**src/rtl/vliw_pkg.sv**
```systemverilog
// ============================================================================
// Module      : vliw_pkg
// Description : Shared constants, FSM state type and hazard helper for the
//               two-slot VLIW hazard scoreboard.
// Revision    : 1.0 - initial release
// ============================================================================
`default_nettype none

package vliw_pkg;

    localparam int NUM_REGS = 8;
    localparam int REG_W    = 3;

    localparam logic [1:0] LAT_ALU  = 2'd1;
    localparam logic [1:0] LAT_LOAD = 2'd2;

    typedef enum logic [1:0] {
        ST_RUN   = 2'd0,
        ST_STALL = 2'd1,
        ST_FLUSH = 2'd2
    } state_t;

    // A branch compares in ID, so it must wait for any pending result;
    // ALU consumers only need to wait out the load-use slot.
    function automatic logic src_hazard(input logic [1:0] cnt, input logic is_branch);
        logic w_hz;
        w_hz = is_branch ? (cnt != 2'd0) : (cnt == LAT_LOAD);
        return w_hz;
    endfunction

endpackage

`default_nettype wire

```
**src/rtl/sb_counter.sv**
```systemverilog
// ============================================================================
// Module      : sb_counter
// Description : Per-register 2-bit ready counter: load on issue, otherwise
//               decrement to zero.
// Revision    : 1.0 - initial release
// ============================================================================
`default_nettype none

module sb_counter
    import vliw_pkg::*;
(
    input  logic       clk,
    input  logic       reset,
    input  logic       i_load,
    input  logic [1:0] i_load_val,
    output logic [1:0] o_cnt
);

    logic [1:0] r_cnt;

    always_ff @(posedge clk) begin
        if (reset) begin
            r_cnt <= 2'd0;
        end else if (i_load) begin
            r_cnt <= i_load_val;
        end else if (r_cnt != 2'd0) begin
            r_cnt <= r_cnt - 2'd1;
        end
    end

    assign o_cnt = r_cnt;

endmodule

`default_nettype wire

```
**src/rtl/hazard_scoreboard_ctrl.sv**
```systemverilog
// ============================================================================
// Module      : hazard_scoreboard_ctrl
// Description : ID-stage hazard scoreboard for a two-slot VLIW bundle; stalls
//               load-use and branch-operand hazards, handles EX flush.
// Revision    : 1.0 - initial release
// ============================================================================
`default_nettype none

module hazard_scoreboard_ctrl #(
    parameter int NUM_REGS = vliw_pkg::NUM_REGS,
    parameter int REG_W    = vliw_pkg::REG_W,
    parameter int CNT_W    = 16
) (
    input  logic             clk,
    input  logic             reset,
    input  logic             id_valid,
    input  logic [REG_W-1:0] s0_src1,
    input  logic [REG_W-1:0] s0_src2,
    input  logic [REG_W-1:0] s0_dest,
    input  logic             s0_regwrite,
    input  logic             s0_memread,
    input  logic             s0_branch,
    input  logic [REG_W-1:0] s1_src1,
    input  logic [REG_W-1:0] s1_src2,
    input  logic [REG_W-1:0] s1_dest,
    input  logic             s1_regwrite,
    input  logic             s1_memread,
    input  logic             s1_branch,
    input  logic             ex_flush,
    output logic             pc_write,
    output logic             if_id_write,
    output logic             id_ex_bubble,
    output logic [CNT_W-1:0] stall_cycles
);

    import vliw_pkg::*;

    state_t               r_state;
    state_t               w_state_nxt;
    logic [CNT_W-1:0]     r_stall_cycles;
    logic [NUM_REGS-1:0][1:0] w_cnt;

    logic w_hz0;
    logic w_hz1;
    logic w_stall;
    logic w_kill;
    logic w_issue;
    logic w_in_flush;

    // ------------------------------------------------------------------
    // Ready counters; register 0 never carries a pending result
    // ------------------------------------------------------------------
    assign w_cnt[0] = 2'd0;

    generate
        for (genvar r = 1; r < NUM_REGS; r++) begin : g_reg
            logic       w_hit0;
            logic       w_hit1;
            logic       w_load;
            logic [1:0] w_load_val;

            assign w_hit0 = s0_regwrite && (s0_dest == REG_W'(r));
            assign w_hit1 = s1_regwrite && (s1_dest == REG_W'(r));
            assign w_load = w_issue && (w_hit0 || w_hit1);
            // Slot 1 is later in program order, so its latency wins on a tie
            assign w_load_val = w_hit1 ? (s1_memread ? LAT_LOAD : LAT_ALU)
                                       : (s0_memread ? LAT_LOAD : LAT_ALU);

            sb_counter u_cnt (
                .clk        (clk),
                .reset      (reset),
                .i_load     (w_load),
                .i_load_val (w_load_val),
                .o_cnt      (w_cnt[r])
            );
        end
    endgenerate

    // ------------------------------------------------------------------
    // Hazard detection against pre-issue counters, so a slot 1 read of a
    // slot 0 destination sees the old value and never stalls.
    // ------------------------------------------------------------------
    always_comb begin
        w_hz0 = 1'b0;
        w_hz1 = 1'b0;
        if (s0_src1 != '0) w_hz0 = w_hz0 | src_hazard(w_cnt[s0_src1], s0_branch);
        if (s0_src2 != '0) w_hz0 = w_hz0 | src_hazard(w_cnt[s0_src2], s0_branch);
        if (s1_src1 != '0) w_hz1 = w_hz1 | src_hazard(w_cnt[s1_src1], s1_branch);
        if (s1_src2 != '0) w_hz1 = w_hz1 | src_hazard(w_cnt[s1_src2], s1_branch);
    end

    assign w_in_flush = (r_state == ST_FLUSH);
    assign w_kill     = ex_flush;
    assign w_stall    = id_valid && (w_hz0 || w_hz1) && !ex_flush && !w_in_flush && !reset;
    assign w_issue    = id_valid && !w_stall && !w_kill && !w_in_flush && !reset;

    // ------------------------------------------------------------------
    // Control FSM
    // ------------------------------------------------------------------
    always_ff @(posedge clk) begin
        if (reset) begin
            r_state <= ST_RUN;
        end else begin
            r_state <= w_state_nxt;
        end
    end

    always_comb begin
        w_state_nxt  = r_state;
        pc_write     = 1'b1;
        if_id_write  = 1'b1;
        id_ex_bubble = 1'b0;

        if (ex_flush) begin
            w_state_nxt = ST_FLUSH;
        end else begin
            case (r_state)
                ST_RUN, ST_STALL: w_state_nxt = w_stall ? ST_STALL : ST_RUN;
                ST_FLUSH:         w_state_nxt = ST_RUN;
                default:          w_state_nxt = ST_RUN;
            endcase
        end

        pc_write    = !w_stall;
        if_id_write = !w_stall;
        // While reset is held the FSM is forced to RUN, so only a missing
        // bundle produces a bubble.
        if (reset) begin
            id_ex_bubble = !id_valid;
        end else begin
            id_ex_bubble = w_stall || w_kill || !id_valid || w_in_flush;
        end
    end

    // ------------------------------------------------------------------
    // Saturating stall counter
    // ------------------------------------------------------------------
    always_ff @(posedge clk) begin
        if (reset) begin
            r_stall_cycles <= '0;
        end else if (w_stall && (r_stall_cycles != {CNT_W{1'b1}})) begin
            r_stall_cycles <= r_stall_cycles + 1'b1;
        end
    end

    assign stall_cycles = r_stall_cycles;

endmodule

`default_nettype wire

```
**config.mk**
```make
export PLATFORM = sky130hd
export DESIGN_NAME = hazard_scoreboard_ctrl
export DESIGN_NICKNAME = d
export VERILOG_FILES = /design/src/rtl/vliw_pkg.sv /design/src/rtl/sb_counter.sv /design/src/rtl/hazard_scoreboard_ctrl.sv
export SDC_FILE = /design/constraint.sdc
export NUM_CORES = 1
export LEC_CHECK = 0
export ABC_AREA = 0
export CAP_MARGIN = 0
export CORE_MARGIN = 10
export CORE_UTILIZATION = 54
export DETAILED_ROUTE_END_ITERATION = 10
export PLACE_DENSITY = 0.82
export RECOVER_POWER = 100
export SKIP_CTS_REPAIR_TIMING = 1
export SYNTH_ARGS = -nofsm -noshare
export SYNTH_HDL_FRONTEND = slang
export SYNTH_SLANG_ARGS = --single-unit
```
**constraint.sdc**
```tcl
create_clock -name clk -period 4.9 [get_ports clk]
set_input_delay 1.47 -clock clk [delete_from_list [all_inputs] [get_ports clk]]
set_output_delay 1.47 -clock clk [all_outputs]
set_load 0.1 [all_outputs]
```
* Word-level counts from Yosys, hierarchy flattened
Index checks and enable logic that the tools add are counted.
Cells by class: add/subtract/negate cells 8, magnitude comparators 4, equality and inequality tests 21, muxes and demuxes 43, bitwise gates (word level) 3, reduce and logical (&&, ||, !) cells 71
Operators with widths (number):
- 2-bit 2-to-1 mux | 28
- 2-bit nonzero test | 18
- 1-bit logical AND | 30
- 2-bit binary-select mux with 3-bit select | 4
- 3-bit equality test, second input constant | 8
- 16-bit by 1-bit adder with 16-bit output, second input constant | 1
- 3-bit by 4-bit less-than comparator with 1-bit output, second input constant | 4
- 16-bit != test, second input constant | 1
- 2-bit by 1-bit subtractor with 2-bit output, second input constant | 7
- 3-bit by 2-bit equality test with 1-bit output, second input constant | 4
- 3-bit nonzero test | 4
- 1-bit logical OR | 11
- 1-bit 2-to-1 mux | 11
- 2-bit equality test, second input constant | 5
- 3-bit by 1-bit equality test with 1-bit output, second input constant | 2
- 1-bit logical NOT | 5
- 3-bit OR reduction | 1
- 2-bit by 1-bit equality test with 1-bit output, second input constant | 1
- 2-bit logical NOT | 1
- 1-bit OR | 2
- 2-bit OR reduction | 1
- 1-bit inverter | 1
Storage, ports and cells: bits in registers 32, output and inout port bits 19, logic and storage cells 160

* Longest topological paths before layout
Gate-level depths: netlist of the first run.
depth after elaboration 19, gate-level depth with buffers 10, gate-level depth less buffers 7

* Hierarchy
A second synthesis of the first run with hierarchy kept.
Unflattened totals: cell total of the unflattened synthesis 300, area total of the unflattened synthesis 2538.7 um^2
Modules (own cells, without submodules):
- hazard_scoreboard_ctrl | instances 1, cells an instance 216, area each 1689.1 um^2
- sb_counter | instances 7, cells an instance 12, area each 121.4 um^2

* Worst setup path after synthesis of the first run
No wires, ideal clock.
path kind input -> output, start input s1_branch, end output id_ex_bubble, arrival time 4.343 ns, path slack -0.913 ns, stages on the path 9, buffers on the path 3, path through buf_2 -> mux2i_1 -> mux4_2 -> nand2_1 -> a22o_1 -> nor2_8 -> buf_8 -> buf_6 -> a22oi_1
Between the ends: cells in the longest elaborated chain, start to end 13, elaborated cells on any way between the ends 14, those cells by class mux: 5; bitwise: 1; reduce/logical: 8
RTL lines:
- from (decl) | RTL line hazard_scoreboard_ctrl.sv:28 | input logic s1_branch,
- 1-bit 2-to-1 mux | RTL line vliw_pkg.sv:27 | w_hz = is_branch ? (cnt != 2'd0) : (cnt == LAT_LOAD);
- 1-bit 2-to-1 mux | RTL line hazard_scoreboard_ctrl.sv:88 | if (s1_src1 != '0) w_hz1 = w_hz1 | src_hazard(w_cnt[s1_src1], s1_branch);
- 1-bit OR | RTL line hazard_scoreboard_ctrl.sv:89 | if (s1_src2 != '0) w_hz1 = w_hz1 | src_hazard(w_cnt[s1_src2], s1_branch);
- 1-bit 2-to-1 mux (*) | RTL line hazard_scoreboard_ctrl.sv:89
- 1-bit logical OR (*) | RTL line hazard_scoreboard_ctrl.sv:94 | assign w_stall = id_valid && (w_hz0 || w_hz1) && !ex_flush && !w_in_flush && !reset;
- 1-bit logical AND (*) (4 in series) | RTL line hazard_scoreboard_ctrl.sv:94
- 1-bit logical OR (*) (3 in series) | RTL line hazard_scoreboard_ctrl.sv:131 | id_ex_bubble = w_stall || w_kill || !id_valid || w_in_flush;
- 1-bit 2-to-1 mux (*) | RTL line hazard_scoreboard_ctrl.sv:128 | if (reset) begin
- to (decl) | RTL line hazard_scoreboard_ctrl.sv:32 | output logic id_ex_bubble,
Every way passes the cells marked *; elsewhere a longest branch is shown, timed or not.

* Final worst setup path of the first run
start input s1_src2[0], end output id_ex_bubble
Between the ends: cells in the longest elaborated chain, start to end 15, elaborated cells on any way between the ends 17, those cells by class eq/ne: 1; mux: 5; bitwise: 1; reduce/logical: 10
RTL lines:
- from (decl) | RTL line hazard_scoreboard_ctrl.sv:24 | input logic [REG_W-1:0] s1_src2,
- 2-bit binary-select mux with 3-bit select | RTL line hazard_scoreboard_ctrl.sv:89
- 2-bit 2-to-1 mux (implied by the code) | RTL line hazard_scoreboard_ctrl.sv:89
- 2-bit equality test or 2-bit nonzero test (tied branches) | RTL line vliw_pkg.sv:27
- 1-bit 2-to-1 mux | RTL line vliw_pkg.sv:27
- 1-bit OR | RTL line hazard_scoreboard_ctrl.sv:89
- 1-bit 2-to-1 mux (*) | RTL line hazard_scoreboard_ctrl.sv:89
- 1-bit logical OR (*) | RTL line hazard_scoreboard_ctrl.sv:94
- 1-bit logical AND (*) (4 in series) | RTL line hazard_scoreboard_ctrl.sv:94
- 1-bit logical OR (*) (3 in series) | RTL line hazard_scoreboard_ctrl.sv:131
- 1-bit 2-to-1 mux (*) | RTL line hazard_scoreboard_ctrl.sv:128
Every way passes the cells marked *; elsewhere a longest branch is shown, timed or not. The select of a mux whose other input is x is not followed.

==> out/results.ini, run 1 <==
[worst_setup_path]
r2r_start=g_reg[4].u_cnt.o_cnt[0]$_SDFFE_PP0P_
critPathRequiredTime_ns=3.43
crit_buf_inv=3
max_stage_delay_ns=0.62
r2r-end=g_reg[5].u_cnt.o_cnt[0]$_SDFFE_PP0P_
reg2regPathDepth=8
crit_fanout=7
endpoint_kind=output pin
cp_top_family=simple AND/OR/NAND/NOR gates
crit_type=input port to output pin
path_cells=dlymetal6s2s_1 -> buf_4 -> nand3b_1 -> a21oi_2 -> or4_1 -> a211o_4 -> nor2_8 -> a22oi_2 -> buf_6
path_depth=9
worstPathArrival_ns=3.34
r2r_slack_ns=1.42
worstSetupStartpoint=s1_src2[0]
cp-start-kind=input port
crit_end=id_ex_bubble
crit_slowest_cell=or4_1

[clock_network]
cts-root-buf=clkbuf_8
htreeDepth=2
cts_tree=done
clock_sinks=32
clkTransAtPathRegs_ns=0.07
clock_path_buffers=2
clock_latency_ns=0.29
numCtsBuffers=5

[timing]
fin_hold_ws_ns=0.406
fmax_mhz=208
tightest_slew_ns=1.01
slew_viol_final=0
finClkSkew_ns=0.0111
slew_headroom_pct=32.3
rsz0062_at_grt=false
period_minus_slack_ns=4.81
hold_viol=0
setup_viol=0
min_period_over_period_pct=98.2

[layout]
drive_gt1_share_pct=15.3
stdcell_count=440
area_growth_pct=28.8
n_antenna_cell=0
nets=408

[die]
dieArea_um2=8130
die-height_um=90.2
rows=25
fp.coreArea_um2=4750
io_pins=47
initial_core_util_pct=55.9
die_w_um=90.2

[global_route]
grt_pass1_vias=2515
grt_max_degree=30
grt_usage_pct=17.4
grt_antenna_before_repair=0
grt_pass1_wl_mm=12.3
grt_remaining_overflow=0

[drt]
postRouteAntennaNets=0
drc=0
vias=2588
dr.pass1.iters=5
routed_via_density=5.88
wl_mm=7.19
avgRoutedWirePerCell_um=16.3
drt_iter0_drc=169

[synth]
synth_top_cell_area_share_pct=24.1
synth.most_common_cell=dfxtp_1
syn_area_um2=2660
synthTopCellsByCount=dfxtp_1 (32), nand2_1 (31), mux2i_1 (29)
synth_edf_count=0
synth_cells=318
ys_async_sr_fraction_pct=0
ys_seq_area_share_pct=24.1
ys_warn_count=0
ys.flop_type=dfxtp_1
synth_nets=354
yosys-top-cells-area=dfxtp_1 (24%), mux2i_1 (11%), nand2_1 (4.4%)
ys_ff_latch=32
synth_cell_types=63
avgSynthCellArea_um2=8.36
synth_top_area_cell=dfxtp_1

[pwr]
p_leak_nw=1.44
peakVddDrop_mv=0.288
total_power_mw=1.23
p_per_area_nw_per_um2=360

[place]
hpwl_mm=5.60
place_inst=432
gp_congestion=0.949
numPortBuffers=46

[min_path]
holdCritPathClass=flip-flop to flip-flop
holdPathStages=1

[run]
drv_cap=0

[outcome]
status=completed

[worst min path at each step]
stage | startpoint | end | slack, ns
after global placement | r_state[1]$_SDFF_PP0_ | r_state[0]$_SDFF_PP0_ | 0.40
final | r_state[1]$_SDFF_PP0_ | r_state[0]$_SDFF_PP0_ | 0.41
after CTS | r_state[1]$_SDFF_PP0_ | r_state[0]$_SDFF_PP0_ | 0.41
after global routing | r_state[1]$_SDFF_PP0_ | r_state[0]$_SDFF_PP0_ | 0.43
after floorplan | r_state[1]$_SDFF_PP0_ | r_state[0]$_SDFF_PP0_ | 0.38
after detailed placement | r_state[1]$_SDFF_PP0_ | r_state[0]$_SDFF_PP0_ | 0.40
[kinds of logic (layout without fill, tap and decap cells)]
group	Yosys count	in the layout	synth area share, %
muxes	44	44	18.7
DFF	32	32	24.1
xor gates and xnor gates	7	7	2.31
buffers and inverters	42	97	7.62
and+or+nand+nor	126	126	26.6
AOI/OAI and AO/OA	59	59	16.9
adders and majority gates	8	8	3.76
[where the power goes]
part	switching [mW]	internal [mW]	leakage [nW]	total [mW]
combinational	0.298	0.288	1.12	0.586
sequential	0.0879	0.305	0.261	0.393
clock	0.104	0.150	0.0541	0.254
[through the flow]
stage | TNS (ns) | setup slack [ns] | instance area, µm² | util (%)
after global routing | 0 | 0.0142 | 3430 | 72.1
after floorplan | -0.0803 | -0.0803 | 2750 | -
after CTS | -0.579 | -0.203 | 3450 | 72.5
after detailed placement | -0.551 | -0.196 | 3340 | 70.2
after global placement | -0.478 | -0.163 | 3340 | 70.2
final | 0 | 0.0876 | 3430 | 72.1
[cell type report]
type / count / area, µm²
Clock buffer: 5 / 68.8
Clock inverter: 3 / 42.5
Fill cell: 379 / 1330
Inverter: 22 / 82.6
Multi-Input combinational cell: 244 / 1870
Sequential cell: 32 / 641
Tap cell: 67 / 83.8
Timing Repair Buffer: 67 / 638
[routing by layer]
layer	vias up	track usage [%]	routed length, µm
met5	-	0	0
met3	13	3.74	398
li1	1275	-	-
met4	0	4.77	97
met2	86	27.8	3450
met1	1214	23.0	3240
[cell usage in the layout (no fill, tap or decap), types with 3 or more instances in the layout]
cell and n:
ha_1 8, nor3_1 11, xor2_1 4, dfxtp_1 32, nand4_1 8, nand2b_1 5, nand2_2 3, o311ai_0 4
clkbuf_1 3, nand3_1 11, mux2_2 4, o21ai_0 15, and3_1 7, nor2b_1 9, nand2_1 27, or4_1 5
a21oi_1 5, inv_1 22, buf_4 18, mux2_1 6, mux2_4 3, o31ai_1 5, nor3b_1 4, nor2_1 19
clkdlybuf4s50_1 19, mux2i_1 29, o41ai_1 3, dlymetal6s2s_1 8, a211o_1 3, xnor2_1 3, clkbuf_8 5, dlygate4sd3_1 16
[state kept, by name, summed over array words and instances, names as in the netlist]
| signal | cells |
|---|---|
| g.u_cnt.o_cnt | 14 |
| stall_cycles | 16 |
| r_state | 2 |
Power figures use the tool's default switching activity.
==> run 2, diff against run 1 <==
CTS_BUF_LIST = sky130_fd_sc_hd__clkbuf_16   (was default)
==> run 2 against run 1 <==
  * Wire length up 3.5%
  * Flip-flop and latch count unchanged
  * Via count up 0.62%
  * Design area up 2.5%
  * Global-route usage up 0.53 points
  * Core utilization up 1.8 points
  * Sequential share of layout area down 0.46 points
  * Combinational power up 3%
  * Largest cell class unchanged
==> out/results.ini, run 2 (synthesized netlist as in run 1, its figures left out) <==
[clock_network]
numCtsBuffers=5  ; unchanged
htreeDepth=2  ; unchanged
clock_sinks=32  ; unchanged
clock_path_buffers=2  ; unchanged
clkTransAtPathRegs_ns=0.05  ; -0.02 ns
cts-root-buf=clkbuf_16
clock_latency_ns=0.28  ; about the same
cts_tree=done

[worst_setup_path]
max_stage_delay_ns=0.45  ; -0.17 ns
worstPathArrival_ns=3.32  ; -0.02 ns
critPathRequiredTime_ns=3.43  ; about the same
cp-start-kind=input port
endpoint_kind=output pin
path_cells=clkdlybuf4s50_1 -> inv_1 -> a211o_1 -> a311o_1 -> a211oi_4 -> nand2_2 -> nand2_4 -> buf_12
crit_fanout=4  ; -3
crit_type=input port to output pin
cp_top_family=compound AO/OA/AOI/OAI gates
crit_buf_inv=3  ; unchanged
crit_slowest_cell=clkdlybuf4s50_1

[die]
die_w_um=90.2  ; unchanged
io_pins=47  ; unchanged
dieArea_um2=8130  ; unchanged
die-height_um=90.2  ; unchanged
rows=25  ; unchanged
initial_core_util_pct=55.9  ; unchanged
fp.coreArea_um2=4750  ; unchanged

[pwr]
p_per_area_nw_per_um2=386  ; +7.3%
p_leak_nw=1.47  ; +2.3%
peakVddDrop_mv=0.291  ; +1.0%

[place]
numPortBuffers=46  ; unchanged
hpwl_mm=5.60  ; unchanged
dp_slack_ns=-0.196  ; unchanged
place_area_um2=3340  ; unchanged
gp_congestion=0.949  ; unchanged

[outcome]
status=completed

[global_route]
grt_max_degree=30  ; unchanged
grt_antenna_before_repair=0  ; unchanged
grt_remaining_overflow=0  ; unchanged
grt_pass1_wl_mm=12.6  ; +2.4%
grt_usage_pct=18.0  ; +0.53 points
grt_pass1_vias=2579  ; +2.5%

[layout]
n_antenna_cell=0  ; unchanged
final_cell_mix=dfxtp_1 (32), mux2i_1 (29), nand2_1 (27)
area_growth_pct=32.1
stdcell_area_um2=3510  ; +2.5%
fillers=361  ; -4.7%
largest_register_ffs=16  ; unchanged
final_common_cell=dfxtp_1
nets=409  ; +0.25%
final_util_pct=73.9  ; +1.8 points
drive_gt1_share_pct=15.8  ; +0.49 points

[drt]
postRouteAntennaNets=0  ; unchanged
routed_via_density=5.90  ; +0.39%
avgRoutedWirePerCell_um=16.9  ; +3.3%
drc=0  ; unchanged
wl_mm=7.44  ; +3.5%
vias=2604  ; +0.62%
drt_iter0_drc=159  ; -5.9%
dr.pass1.iters=5  ; unchanged

[timing]
period_minus_slack_ns=4.79  ; -0.0194 ns
slew_viol_final=0  ; unchanged
tightest_slew_ns=1.00  ; -0.00996 ns
setup_tns_ns=0  ; unchanged
slew_headroom_pct=33.0  ; +0.67 points
hold_viol=0  ; unchanged
setup_viol=0  ; unchanged
fmax_mhz=209  ; +0.40%
final.setup.worst_slack_ns=0.107  ; +0.0194 ns
min_period_over_period_pct=97.8  ; -0.40 points
rsz0062_at_grt=false
finClkSkew_ns=0.00521  ; -0.00593 ns

[min_path]
holdCritPathClass=flip-flop to flip-flop

[run]
drv_cap=0  ; unchanged

==> run 2: path summary, 6_finish.rpt <==
kind | startpoint | end | slack, ns | depth (start not counted)
min | r_state[1]$_SDFF_PP0_ | r_state[0]$_SDFF_PP0_ | 0.40 | 1
max | s1_src1[1] | pc_write | 0.11 | 8
max reg2reg | g_reg[1].u_cnt.o_cnt[0]$_SDFFE_PP0P_ | g_reg[5].u_cnt.o_cnt[0]$_SDFFE_PP0P_ | 1.49 | 8
min reg2reg | r_state[1]$_SDFF_PP0_ | r_state[0]$_SDFF_PP0_ | 0.40 | 1
==> run 2: area by class of cell <==
class	instances	area [µm²]	area share, %
clock buffers	5	125	3.56
clock inverters	3	42.5	1.21
inverters	22	82.6	2.35
multi-input cells	244	1870	53.4
flip-flops and latches	32	641	18.2
well taps	67	83.8	2.39
repair buffers	68	663	18.9
==> run 2: routing by layer <==
layer,share of wire [%],GRT usage (%),vias up
met4,0.99,4.24,0
li1,-,-,1277
met3,4.8,4.24,6
met2,49,29.7,80
met1,45,22.9,1241
met5,0,0,-
==> run 2: where the power goes <==
part           internal (mW)  switching, mW  total (mW)
Clock                  0.238          0.116       0.354
Combinational          0.299          0.307       0.606
Sequential             0.306         0.0897       0.396
==> run 2: stage by stage <==
step | hold slack (ns) | cells | total power [mW]
floorplan | 0.385 | 318 | 0.838
global placement | 0.399 | 432 | 0.968
detailed placement | 0.402 | 432 | 0.992
CTS | 0.410 | 440 | 1.35
global route | 0.431 | 441 | 1.45
finish | 0.405 | 441 | 1.36
==> run 2: worst register-to-register path, stage by stage (launching register included) <==
cell and delay, ns:
dfxtp_1 0.48, mux2i_1 0.28, nor4b_1 0.08, or4_4 0.57
a211o_4 0.36, nor2_8 0.11, clkbuf_1 0.73, and3_1 0.35
mux2_1 0.33
